## config.mk

```make
export PLATFORM = sky130hd
export DESIGN_NAME = uart_tx_scheduler
export DESIGN_NICKNAME = d
export VERILOG_FILES = /design/src/rtl/uart_tx_scheduler_pkg.sv /design/src/rtl/uart_rr_pick.sv /design/src/rtl/uart_tx_scheduler.sv
export SDC_FILE = /design/constraint.sdc
export NUM_CORES = 1
export LEC_CHECK = 0
export ABC_AREA = 0
export ABC_CLOCK_PERIOD_IN_PS = 5400
export BUFFER_PORTS_ARGS = -buffer_cell sky130_fd_sc_hd__buf_4
export CAP_MARGIN = 20
export CORE_MARGIN = 8
export CORE_UTILIZATION = 55
export CTS_CLUSTER_DIAMETER = 40
export DETAILED_ROUTE_END_ITERATION = 10
export PLACE_DENSITY = 0.87
export SLEW_MARGIN = 15
export SYNTH_ARGS = -nofsm -noshare
export SYNTH_HDL_FRONTEND = slang
export SYNTH_SLANG_ARGS = --single-unit
```

## constraint.sdc

```tcl
create_clock -name clk -period 5.4 [get_ports clk]
set_input_delay 1.08 -clock clk [delete_from_list [all_inputs] [get_ports clk]]
set_output_delay 1.08 -clock clk [all_outputs]
set_load 0.005 [all_outputs]
```

## src/rtl/uart_tx_scheduler_pkg.sv

```systemverilog
// Shared types for the uart tx scheduler: FSM state encoding
// and the index-width helper used to size requester indices.
package uart_tx_scheduler_pkg;

   typedef enum logic [1:0] {
      ST_IDLE,
      ST_FETCH,
      ST_START,
      ST_DRAIN
   } state_t;

   function automatic int idx_w(input int n);
      return (n < 2) ? 1 : $clog2(n);
   endfunction

endpackage

```

## src/rtl/uart_rr_pick.sv

```systemverilog
// Round-robin picker: first valid requester at or after rr_ptr.
// Ports: req_valid, rr_ptr in; onehot, index, any out.
module uart_rr_pick
   import uart_tx_scheduler_pkg::*;
#(
   parameter int NUM_REQ = 4,
   localparam int IW = idx_w(NUM_REQ)
) (
   input  logic [NUM_REQ-1:0] req_valid,
   input  logic [IW-1:0]      rr_ptr,
   output logic [NUM_REQ-1:0] onehot,
   output logic [IW-1:0]      index,
   output logic               any
);

   localparam logic [IW:0] N_W = (IW+1)'(NUM_REQ);

   logic [IW:0] p;

   always_comb begin
      onehot = '0;
      index  = '0;
      any    = 1'b0;
      p      = '0;
      for (int k = 0; k < NUM_REQ; k++) begin
         p = {1'b0, rr_ptr} + (IW+1)'(k);
         if (p >= N_W) p = p - N_W;
         if (!any && req_valid[p[IW-1:0]]) begin
            any               = 1'b1;
            index             = p[IW-1:0];
            onehot[p[IW-1:0]] = 1'b1;
         end
      end
   end

endmodule

```

## src/rtl/uart_tx_scheduler.sv

```systemverilog
// Shares one uart transmitter between NUM_REQ packet-locked requesters.
// Ports: req_* requester side, uart_* transmitter side, grant/active/timeout_err status.
module uart_tx_scheduler
   import uart_tx_scheduler_pkg::*;
#(
   parameter int NUM_REQ        = 4,
   parameter int TIMEOUT_CYCLES = 16
) (
   input  logic                 clk,
   input  logic                 rst_n,
   input  logic [NUM_REQ-1:0]   req_valid,
   input  logic [NUM_REQ-1:0]   req_last,
   input  logic [8*NUM_REQ-1:0] req_data,
   output logic [NUM_REQ-1:0]   req_ready,
   output logic [NUM_REQ-1:0]   grant,
   output logic                 uart_start,
   output logic [7:0]           uart_data,
   input  logic                 uart_busy,
   output logic                 active,
   output logic                 timeout_err,
   input  logic                 err_clear
);

   localparam int IW = idx_w(NUM_REQ);
   localparam int TW = $clog2(TIMEOUT_CYCLES) + 1;
   localparam logic [TW-1:0] TMO_LAST = TW'(TIMEOUT_CYCLES - 1);
   localparam logic [IW-1:0] IDX_MAX  = IW'(NUM_REQ - 1);

   state_t               state_q, state_d;
   logic [NUM_REQ-1:0]   grant_q, grant_d;
   logic [IW-1:0]        gidx_q, gidx_d;
   logic [IW-1:0]        rr_q, rr_d;
   logic                 start_q, start_d;
   logic [7:0]           data_q, data_d;
   logic                 last_q, last_d;
   logic [TW-1:0]        tmo_q, tmo_d;
   logic                 err_q, err_d;
   logic                 set_err;

   logic [NUM_REQ-1:0]   pick_oh;
   logic [IW-1:0]        pick_idx;
   logic                 pick_any;

   logic                 g_valid;
   logic [7:0]           g_byte;
   logic                 g_last;
   logic [IW-1:0]        rr_next;

   uart_rr_pick #(.NUM_REQ(NUM_REQ)) u_pick (
      .req_valid (req_valid),
      .rr_ptr    (rr_q),
      .onehot    (pick_oh),
      .index     (pick_idx),
      .any       (pick_any)
   );

   assign g_valid = |(grant_q & req_valid);
   assign g_byte  = req_data[{gidx_q, 3'b000} +: 8];
   assign g_last  = req_last[gidx_q];
   // Next search starts just past the owner, so it cannot win twice
   // in a row while anyone else is waiting.
   assign rr_next = (gidx_q == IDX_MAX) ? '0 : gidx_q + 1'b1;

   always_comb begin
      state_d   = state_q;
      grant_d   = grant_q;
      gidx_d    = gidx_q;
      rr_d      = rr_q;
      start_d   = start_q;
      data_d    = data_q;
      last_d    = last_q;
      tmo_d     = tmo_q;
      set_err   = 1'b0;
      req_ready = '0;
      unique case (state_q)
         ST_IDLE: begin
            if (pick_any) begin
               grant_d = pick_oh;
               gidx_d  = pick_idx;
               state_d = ST_FETCH;
            end
         end
         ST_FETCH: begin
            req_ready = grant_q & req_valid;
            if (g_valid) begin
               data_d  = g_byte;
               last_d  = g_last;
               start_d = 1'b1;
               tmo_d   = '0;
               state_d = ST_START;
            end
         end
         ST_START: begin
            if (uart_busy) begin
               start_d = 1'b0;
               state_d = ST_DRAIN;
            end else if (tmo_q == TMO_LAST) begin
               // Stuck transmitter: drop the rest of the packet.
               set_err = 1'b1;
               start_d = 1'b0;
               grant_d = '0;
               rr_d    = rr_next;
               state_d = ST_IDLE;
            end else begin
               tmo_d = tmo_q + 1'b1;
            end
         end
         ST_DRAIN: begin
            if (!uart_busy) begin
               if (last_q) begin
                  grant_d = '0;
                  rr_d    = rr_next;
                  state_d = ST_IDLE;
               end else begin
                  state_d = ST_FETCH;
               end
            end
         end
         default: state_d = ST_IDLE;
      endcase
      // A new timeout outranks a simultaneous clear.
      err_d = set_err ? 1'b1 : (err_clear ? 1'b0 : err_q);
   end

   always_ff @(posedge clk) begin
      if (!rst_n) begin
         state_q <= ST_IDLE;
         grant_q <= '0;
         gidx_q  <= '0;
         rr_q    <= '0;
         start_q <= 1'b0;
         data_q  <= '0;
         last_q  <= 1'b0;
         tmo_q   <= '0;
         err_q   <= 1'b0;
      end else begin
         state_q <= state_d;
         grant_q <= grant_d;
         gidx_q  <= gidx_d;
         rr_q    <= rr_d;
         start_q <= start_d;
         data_q  <= data_d;
         last_q  <= last_d;
         tmo_q   <= tmo_d;
         err_q   <= err_d;
      end
   end

   assign grant       = grant_q;
   assign uart_start  = start_q;
   assign uart_data   = data_q;
   assign active      = (state_q != ST_IDLE);
   assign timeout_err = err_q;

endmodule
```

After elaboration in Yosys (flattened, before gate mapping). Index checks and enable logic that the tools add are counted. Widths: inputs -> output; s select.

Output and inout port bits: 19. Register bits after elaboration: 26. Word-level logic and storage cells: 140. Input bits: 44.

Order comparisons: 13. Shift-type cells: 1. $add $sub $neg: 9. Eq/ne operators: 13. Bitwise logic cells: 4. Multiplexer cells: 67. Reduce and logical (&&, ||, !) cells: 24.

Operators by type and width (number): $mux 4 (10); $mux 2 (18); $shiftx 32x6->8 (1); $mux 1 (22); $lt 2x3->1 const B (5); $mux 5 (3); $ne 2x2->1 const B (7); $or 4x4->4 (3); $pmux 4 s3 (1); $bmux 1 s2 (5); $pmux 5 s2 (1); $ge 3x3->1 const B (3); $demux 1 s2 (4); $ge 2x1->1 const B (4); $pmux 2 s4 (1); $reduce_and 4->1 (2); $reduce_bool 2->1 (4); $sub 2x1->2 const B (4); $logic_and 1x1->1 (7); $add 2x2->3 const B (2); $eq 2x2->1 const B (3); $reduce_and 6->1 (1); $add 5x1->5 const B (1); $eq 5x4->1 const B (1); other kinds (15) (18).

Depth between registers and ports, before layout. Gate-level depths: netlist (run 1).

Depth after elaboration: 16. Depth in mapped cells: 8. Gate-level depth less buffers: 8.

Cells and area by module. Synthesis (run 1) repeated with hierarchy kept, for this count alone.

Cell total of the unflattened synthesis: 192. Area, all modules: 1935.6 um^2.

Modules (own cells, without submodules): uart_tx_scheduler (cells each 147, seq. area each 520.5 um^2, instances 1, area each 1514.0 um^2); uart_rr_pick (cells each 45, seq. area each 0.0 um^2, instances 1, area each 421.7 um^2).

Least setup slack after synthesis (run 1). Ideal clock, no wire load.

Path kind: input -> register. Start: in req_valid[2]. End: reg gidx_q[1]. Cell stages on the path: 6. Setup time: 116 ps. Path slack: 2700 ps. Data arrival time: 2584 ps. Buffers on the path: 1. Required time: 5284 ps. Cells stage by stage: buf_2 > mux4_2 > or2_4 > o311ai_0 > a31oi_1 > a31o_1.

Longest elaborated chain between the ends: 13. Elaborated cells on any way between the ends: 23. Those cells by class: 16 x mux; 7 x reduce/logical.

Ends and longest elaborated chain: start, declared (RTL line uart_tx_scheduler.sv:11) `input logic [NUM_REQ-1:0] req_valid,`; $bmux 1 s2 (RTL line uart_rr_pick.sv:28) `if (!any && req_valid[p[IW-1:0]]) begin`; $mux 1 (not written as such) (RTL line uart_rr_pick.sv:28); $mux 1 (RTL line uart_rr_pick.sv:28); $logic_not 1->1 (RTL line uart_rr_pick.sv:28); $logic_and 1x1->1 (RTL line uart_rr_pick.sv:28); $mux 1 (RTL line uart_rr_pick.sv:28); $logic_not 1->1 (RTL line uart_rr_pick.sv:28); $logic_and 1x1->1 (RTL line uart_rr_pick.sv:28); $mux 1 (RTL line uart_rr_pick.sv:28); $logic_not 1->1 (RTL line uart_rr_pick.sv:28); $logic_and 1x1->1 (RTL line uart_rr_pick.sv:28); $mux 1 (RTL line uart_rr_pick.sv:28); $reduce_and 2->1 (no line); end signal, assigned (RTL line uart_tx_scheduler.sv:139) `gidx_q <= gidx_d;`; end, declared (RTL line uart_tx_scheduler.sv:31) `logic [IW-1:0] gidx_q, gidx_d;`.

Several ways; a longest one is shown, not always the timed one. The select of a mux whose other input is x is not followed. A chain may end at the register's enable or synchronous reset.

Worst setup path after layout (run 1).
Start: reg rr_q[0]. End: reg gidx_q[1].

Longest elaborated chain between the ends: 15. Elaborated cells on any way between the ends: 38. Those cells by class: 7 x add/sub; 4 x order compare; 20 x mux; 7 x reduce/logical.

Ends and longest elaborated chain: start, declared (RTL line uart_tx_scheduler.sv:32) `logic [IW-1:0] rr_q, rr_d;`; start signal, assigned (RTL line uart_tx_scheduler.sv:140) `rr_q <= rr_d;`; branches (longest 15 deep; another with $add 2x1->3).

Several ways; the timed one is not identified. The select of a mux whose other input is x is not followed.

==> qor.yml, run 1 <==
timing:
  max_freq_ghz: 0.352
  final_hold_viol_count: 0
  finalCritPeriodShare_pct: 52.6
  rsz0062_at_grt: "false"
  max_slew_margin_pct: 56.8
  period_needed_ns: 2.84
  tightest_slew_ns: 0.647
  finalMaxSlewViolations: 0
  finalSetupViolations: 0
  skew_ns: 0.0117
  totalNegativeSetupSlack_ns: 0
outcome:
  status: "complete, no violations"
die:
  start_util_pct: 57.3
  core_um2: 3360
  dieWidth_um: 75.2
  ios: 63
  rows: 21
  die_h_um: 75.2
  die_area_um2: 5650
setup_path:
  crit_path_start: "rr_q[0]$_SDFFE_PN0P_"
  worstRegToRegCells: 7
  r2r_setup_slack_ns: 2.56
  startpoint_type: "flop"
  required_ns: 5.64
  cp_data_arrival_time_ns: 3.08
  crit_type: "flop to flop"
  worstPathMaxFanout: 14
  regToRegEndpoint: "gidx_q[1]$_SDFFE_PN0P_"
  r2r_start: "rr_q[0]$_SDFFE_PN0P_"
  worstSetupEndpointType: "flop"
final_layout:
  design_area_um2: 2450
  area_growth_pct: 27.4
  n_antenna_cell: 0
  fillers: 255
  drive_gt1_share_pct: 34.5
  final_nets: 308
clock_tree:
  cts_root_buf: "clkbuf_4"
  clk_latency_ns: 0.32
  numCtsBuffers: 3
  holdBufCountCts: 0
  post_cts_resized: 0
  postCtsSetupRepairBufs: 0
  clk_path_buf_depth: 2
  cts_tree: "built"
  clk_pin_slew_worst_paths_ns: 0.15
  cts.sinks: 26
  cts-htree-levels: 1
detailed_routing:
  drt_iter0_drc: 107
  via_per_inst: 5.64
  drc: 0
  post_drt_wl_per_cell_um: 16.7
  via_count: 1663
  ant_nets: 0
  drt_first_pass_iters: 4
  drt_wl_total_um: 4920
min_path:
  worstHoldStart: "tmo_q[4]$_SDFFE_PN0P_"
  worstHoldPathType: "flop to flop"
  hold_end: "tmo_q[4]$_SDFFE_PN0P_"
  holdPathStages: 2
power:
  ir_worst_vdd_uv: 188
  p_leak_uw: 0.00109
  power_density_nw_per_um2: 396
grt:
  antenna_found_initial: 0
  grt_max_degree: 23
  grt_overflow: 0
  grt_usage_pct: 17.3
  grt_pass1_wl_um: 7740
  grt_pass1_vias: 1618
synth:
  netlist-cell-type-count: 47
  postSynthAreaPerCell_um2: 9.98
  synth_flop_cell: "dfxtp_1"
  ys_warn_count: 0
  async_reset_ff_share_pct: 0
  synth_edf_count: 0
  postSynthCellCount: 193
  seq_area_frac_synth_pct: 27.0
  netlist_area_um2: 1930
  ys_seq_elements: 26
  synth_fp_nets: 251
placed_design:
  gp_congestion: 0.893
  dpl.hpwl_um: 3920
  placed_area_um2: 2400
  io_buffers: 62
run:
  maxCapViolCount: 0
worst max-delay path, cell delays in order (launching register included):
cell	delay [ns]
dfxtp_1	0.71
inv_1	0.23
ha_1	0.46
mux4_2	0.44
or2_4	0.28
o311ai_0	0.35
a31oi_1	0.09
a31o_1	0.19
metal layers:
metal | vias to the layer above | part of all wire, % | GRT usage [%]
li1 | 830 | - | -
met1 | 784 | 42 | 21.6
met2 | 45 | 51 | 29.3
met3 | 4 | 6.1 | 2.66
met4 | 0 | 1.2 | 6.18
met5 | - | 0 | 0
kinds of logic after synthesis:
group / synth area share, %
adder cells (fa/ha/maj): 9.10
AO/OA/AOI/OAI: 17.0
flip-flops: 27.0
AND/OR/NAND/NOR: 18.0
multiplexers: 22.7
XOR/XNOR: 1.36
buffers and inverters: 4.81
registers in the layout (all words and copies together) (netlist names):
name	flops
grant	4
uart_data	8
last_q	1
timeout_err	1
rr_q	2
uart_start	1
tmo_q	5
state_q	2
gidx_q	2
layout make-up:
| class | count | area (um^2) | area share (%) |
|---|---|---|---|
| multi-input cells | 146 | 1310 | 53.5 |
| inverters | 10 | 37.5 | 1.53 |
| clock inverters | 1 | 30.0 | 1.22 |
| well taps | 46 | 57.6 | 2.35 |
| flip-flops and latches | 26 | 520 | 21.2 |
| clock buffers | 3 | 22.5 | 0.918 |
| repair buffers | 63 | 473 | 19.3 |
power by group:
group / total [uW] / internal (uW) / leakage (uW) / switching [uW]
clock network: 133 / 75.1 / 0.0000279 / 57.8
registers: 312 / 241 / 0.000212 / 70.7
logic: 526 / 281 / 0.000850 / 245
synth_stat cells, types with 4 or more instances:
cell | number | area share, %
nor2_1 | 11 | 2.1
nor2b_1 | 17 | 5.5
mux4_2 | 12 | 14
inv_1 | 10 | 1.9
a21oi_1 | 6 | 1.6
and3_1 | 6 | 1.9
a221oi_1 | 4 | 1.8
buf_2 | 5 | 1.3
a22o_1 | 4 | 1.8
ha_1 | 14 | 9.1
o2bb2ai_1 | 4 | 1.8
nand2b_1 | 4 | 1.3
dfxtp_1 | 26 | 27
mux2i_1 | 14 | 7.3
nand2_1 | 10 | 1.9
per-stage QoR:
stage	cells	utilization (%)	worst slack, ns	total power (uW)	hold slack, ns
final	295	73.0	2.56	971	0.515
after global routing	295	73.0	2.33	1040	0.541
after CTS	295	73.0	2.57	971	0.515
after detailed placement	291	71.4	2.54	839	0.497
after global placement	291	71.4	2.59	830	0.486
after floorplan	193	-	2.70	683	0.472
placed cells by master (no fill, tap or decap), drive strengths merged, types with 2 or more instances in the layout:
master | synthesis | final
buf | 8 | 63
dfxtp | 26 | 26
nor2b | 17 | 17
mux2i | 14 | 14
ha | 14 | 14
mux4 | 13 | 13
nor2 | 11 | 11
inv | 10 | 10
nand2 | 10 | 10
and3 | 7 | 7
a21oi | 6 | 6
a221oi | 4 | 4
o2bb2ai | 4 | 4
a22o | 4 | 4
nand2b | 4 | 4
and2 | 3 | 3
a211oi | 3 | 3
o21ai | 3 | 3
clkbuf | 3 | 3
a22oi | 2 | 2
nand3 | 2 | 2
o22ai | 2 | 2
o211ai | 2 | 2
xor2 | 2 | 2
or2 | 2 | 2
how the worst max path moves through the flow:
| stage | slack (ns) | end | cells after the start |
|---|---|---|---|
| 4_1_cts | 2.57 | gidx_q[1]$_SDFFE_PN0P_ | 7 |
| 3_5_place_dp | 2.54 | gidx_q[1]$_SDFFE_PN0P_ | 6 |
| 5_1_grt | 2.33 | gidx_q[1]$_SDFFE_PN0P_ | 7 |
| 2_1_floorplan | 2.70 | gidx_q[1]$_SDFFE_PN0P_ | 6 |
| 3_3_place_gp | 2.59 | gidx_q[1]$_SDFFE_PN0P_ | 6 |
| 6_report | 2.56 | gidx_q[1]$_SDFFE_PN0P_ | 7 |
Note: power is estimated with default switching activity, not from simulation.
==> run 2: changes to the inputs <==
ABC_CLOCK_PERIOD_IN_PS = 2700   (was 5400)
CORE_UTILIZATION = 51   (was 55)
PLACE_DENSITY = 0.81   (was 0.87)
clock period = 2.7 ns   (was 5.4 ns; I/O delays follow)
==> qor.yml, run 2 (synthesis results as in run 1) <==
clock_tree:
  postCtsSetupRepairBufs: 0
  post_cts_resized: 0
  numCtsBuffers: 3
  clk_latency_ns: 0.27
  holdBufCountCts: 0
  cts_root_buf: "clkbuf_8"
  cts-htree-levels: 1
  clk_pin_slew_worst_paths_ns: 0.09
  cts_tree: "built"
  clk_path_buf_depth: 2
  cts.sinks: 26
min_path:
  worstHoldStart: "tmo_q[4]$_SDFFE_PN0P_"
  hold_end: "tmo_q[4]$_SDFFE_PN0P_"
  worstHoldPathType: "flop to flop"
  holdPathStages: 2
die:
  ios: 63
  core_um2: 3630
  rows: 22
  die_area_um2: 6000
  die_h_um: 77.4
  dieWidth_um: 77.4
  start_util_pct: 53.0
timing:
  whs_ns: 0.514
  setup_ws_ns: 0.302
  rsz0062_at_grt: "false"
  period_needed_ns: 2.40
  finalCritPeriodShare_pct: 88.8
  max_slew_margin_pct: 55.0
  finalMaxSlewViolations: 0
  finalSetupViolations: 0
  final_hold_viol_count: 0
  tightest_slew_ns: 0.675
  totalNegativeSetupSlack_ns: 0
  max_freq_ghz: 0.417
  skew_ns: 0.00555
final_layout:
  largest_reg_flops: 8
  fillers: 329
  final_nets: 311
  final_common_cell: "buf_4"
  drive_gt1_share_pct: 35.1
  final_cell_mix: "66 x buf_4, 26 x dfxtp_1, 17 x nor2b_1"
  fin_cells: 299
  area_growth_pct: 28.1
  n_antenna_cell: 0
grt:
  grt_usage_pct: 17.8
  grt_overflow: 0
  grt_pass1_wl_um: 9000
  grt_max_degree: 23
  grt_pass1_vias: 1882
  antenna_found_initial: 0
setup_path:
  startpoint_type: "flop"
  slowest_stage: "or3b_2"
  r2r_setup_slack_ns: 0.30
  crit_type: "flop to flop"
  r2r_start: "tmo_q[0]$_SDFFE_PN0P_"
  path_buf_inv: 0
  path_cells: "ha_1 > and3_1 > ha_1 > or3b_2 > a32oi_1 > nand4_1 > xor2_1 > nor2_1"
  max_stage_delay_ns: 0.47
  cp_data_arrival_time_ns: 2.54
  crit_top_cell: "ha_1"
  regToRegEndpoint: "tmo_q[3]$_SDFFE_PN0P_"
  worstRegToRegCells: 8
  cpLargestDelayFamily: "simple AND/OR/NAND/NOR gates"
  worstSetupEndpointType: "flop"
  crit_path_start: "tmo_q[0]$_SDFFE_PN0P_"
  worstPathMaxFanout: 6
  required_ns: 2.84
detailed_routing:
  via_count: 1752
  top_layer_used: "met4"
  ant_nets: 0
  via_per_inst: 5.86
  wl_met3_um: 250
  wl_met1_um: 2070
  post_drt_wl_per_cell_um: 17.5
  drc: 0
  drt_first_pass_iters: 4
  drt_wl_total_um: 5230
  drt_iter0_drc: 147
  met2_length_um: 2820
placed_design:
  io_buffers: 62
  dp_slack_ns: 0.314
  gp_congestion: 0.927
  place_inst: 296
  dpl.hpwl_um: 4270
run:
  maxCapViolCount: 0
outcome:
  status: "complete, no violations"
power:
  ir_worst_vdd_uv: 426
  p_leak_uw: 0.00110
  power_density_nw_per_um2: 777
-- run 2: cell count changes in the layout (fill, tap and decap cells not counted), sizes merged --
| cell | change |
|---|---|
| buf | +3 |
| bufinv | -1 |
-- run 2: worst max path at each step --
stage	endpoint	slack [ns]	cells after the start
floorplan	gidx_q[1]$_SDFFE_PN0P_	0.26	8
global placement	gidx_q[1]$_SDFFE_PN0P_	0.37	6
detailed placement	tmo_q[3]$_SDFFE_PN0P_	0.31	8
CTS	tmo_q[3]$_SDFFE_PN0P_	0.31	8
global route	tmo_q[3]$_SDFFE_PN0P_	0.07	8
finish	tmo_q[3]$_SDFFE_PN0P_	0.30	8
-- run 2: worst reg2reg max path, delay by kind of cell (launching register included) --
| kind | cells | cell delay, ns |
|---|---|---|
| xor+xnor | 1 | 0.17 |
| compound gates | 1 | 0.45 |
| fa+ha+maj | 2 | 0.42 |
| simple gates | 4 | 0.88 |
| flops | 1 | 0.34 |
-- run 2: metal layers --
metal  vias up  track usage [%]
met3         9             3.23
met4         0             5.47
met5         -                0
met1       850             19.8
met2        51             33.2
li1        842                -
-- run 2: power by group --
part,internal (uW),leakage (uW),switching (uW),total (uW)
clock network,100,0.0000216,115,215
logic,574,0.000866,513,1090
registers,483,0.000212,132,614
total,1160,0.00110,759,1920
-- run 2: final cells by class --
| class | instances | area, um^2 | area share [%] |
|---|---|---|---|
| well taps | 48 | 60.1 | 2.43 |
| inverters | 10 | 37.5 | 1.52 |
| flip-flops and latches | 26 | 520 | 21.1 |
| clock buffers | 3 | 41.3 | 1.67 |
| repair buffers | 66 | 495 | 20.1 |
| multi-input cells | 146 | 1310 | 53.2 |
-- run 2: stage by stage --
stage                     util [%]  cell area [um^2]  power (uW)
after global placement        66.8              2430        1670
after detailed placement      66.8              2430        1710
after CTS                     67.9              2470        1930
after global routing          67.9              2470        2080
final                         67.9              2470        1920
after floorplan                  -              1930        1370
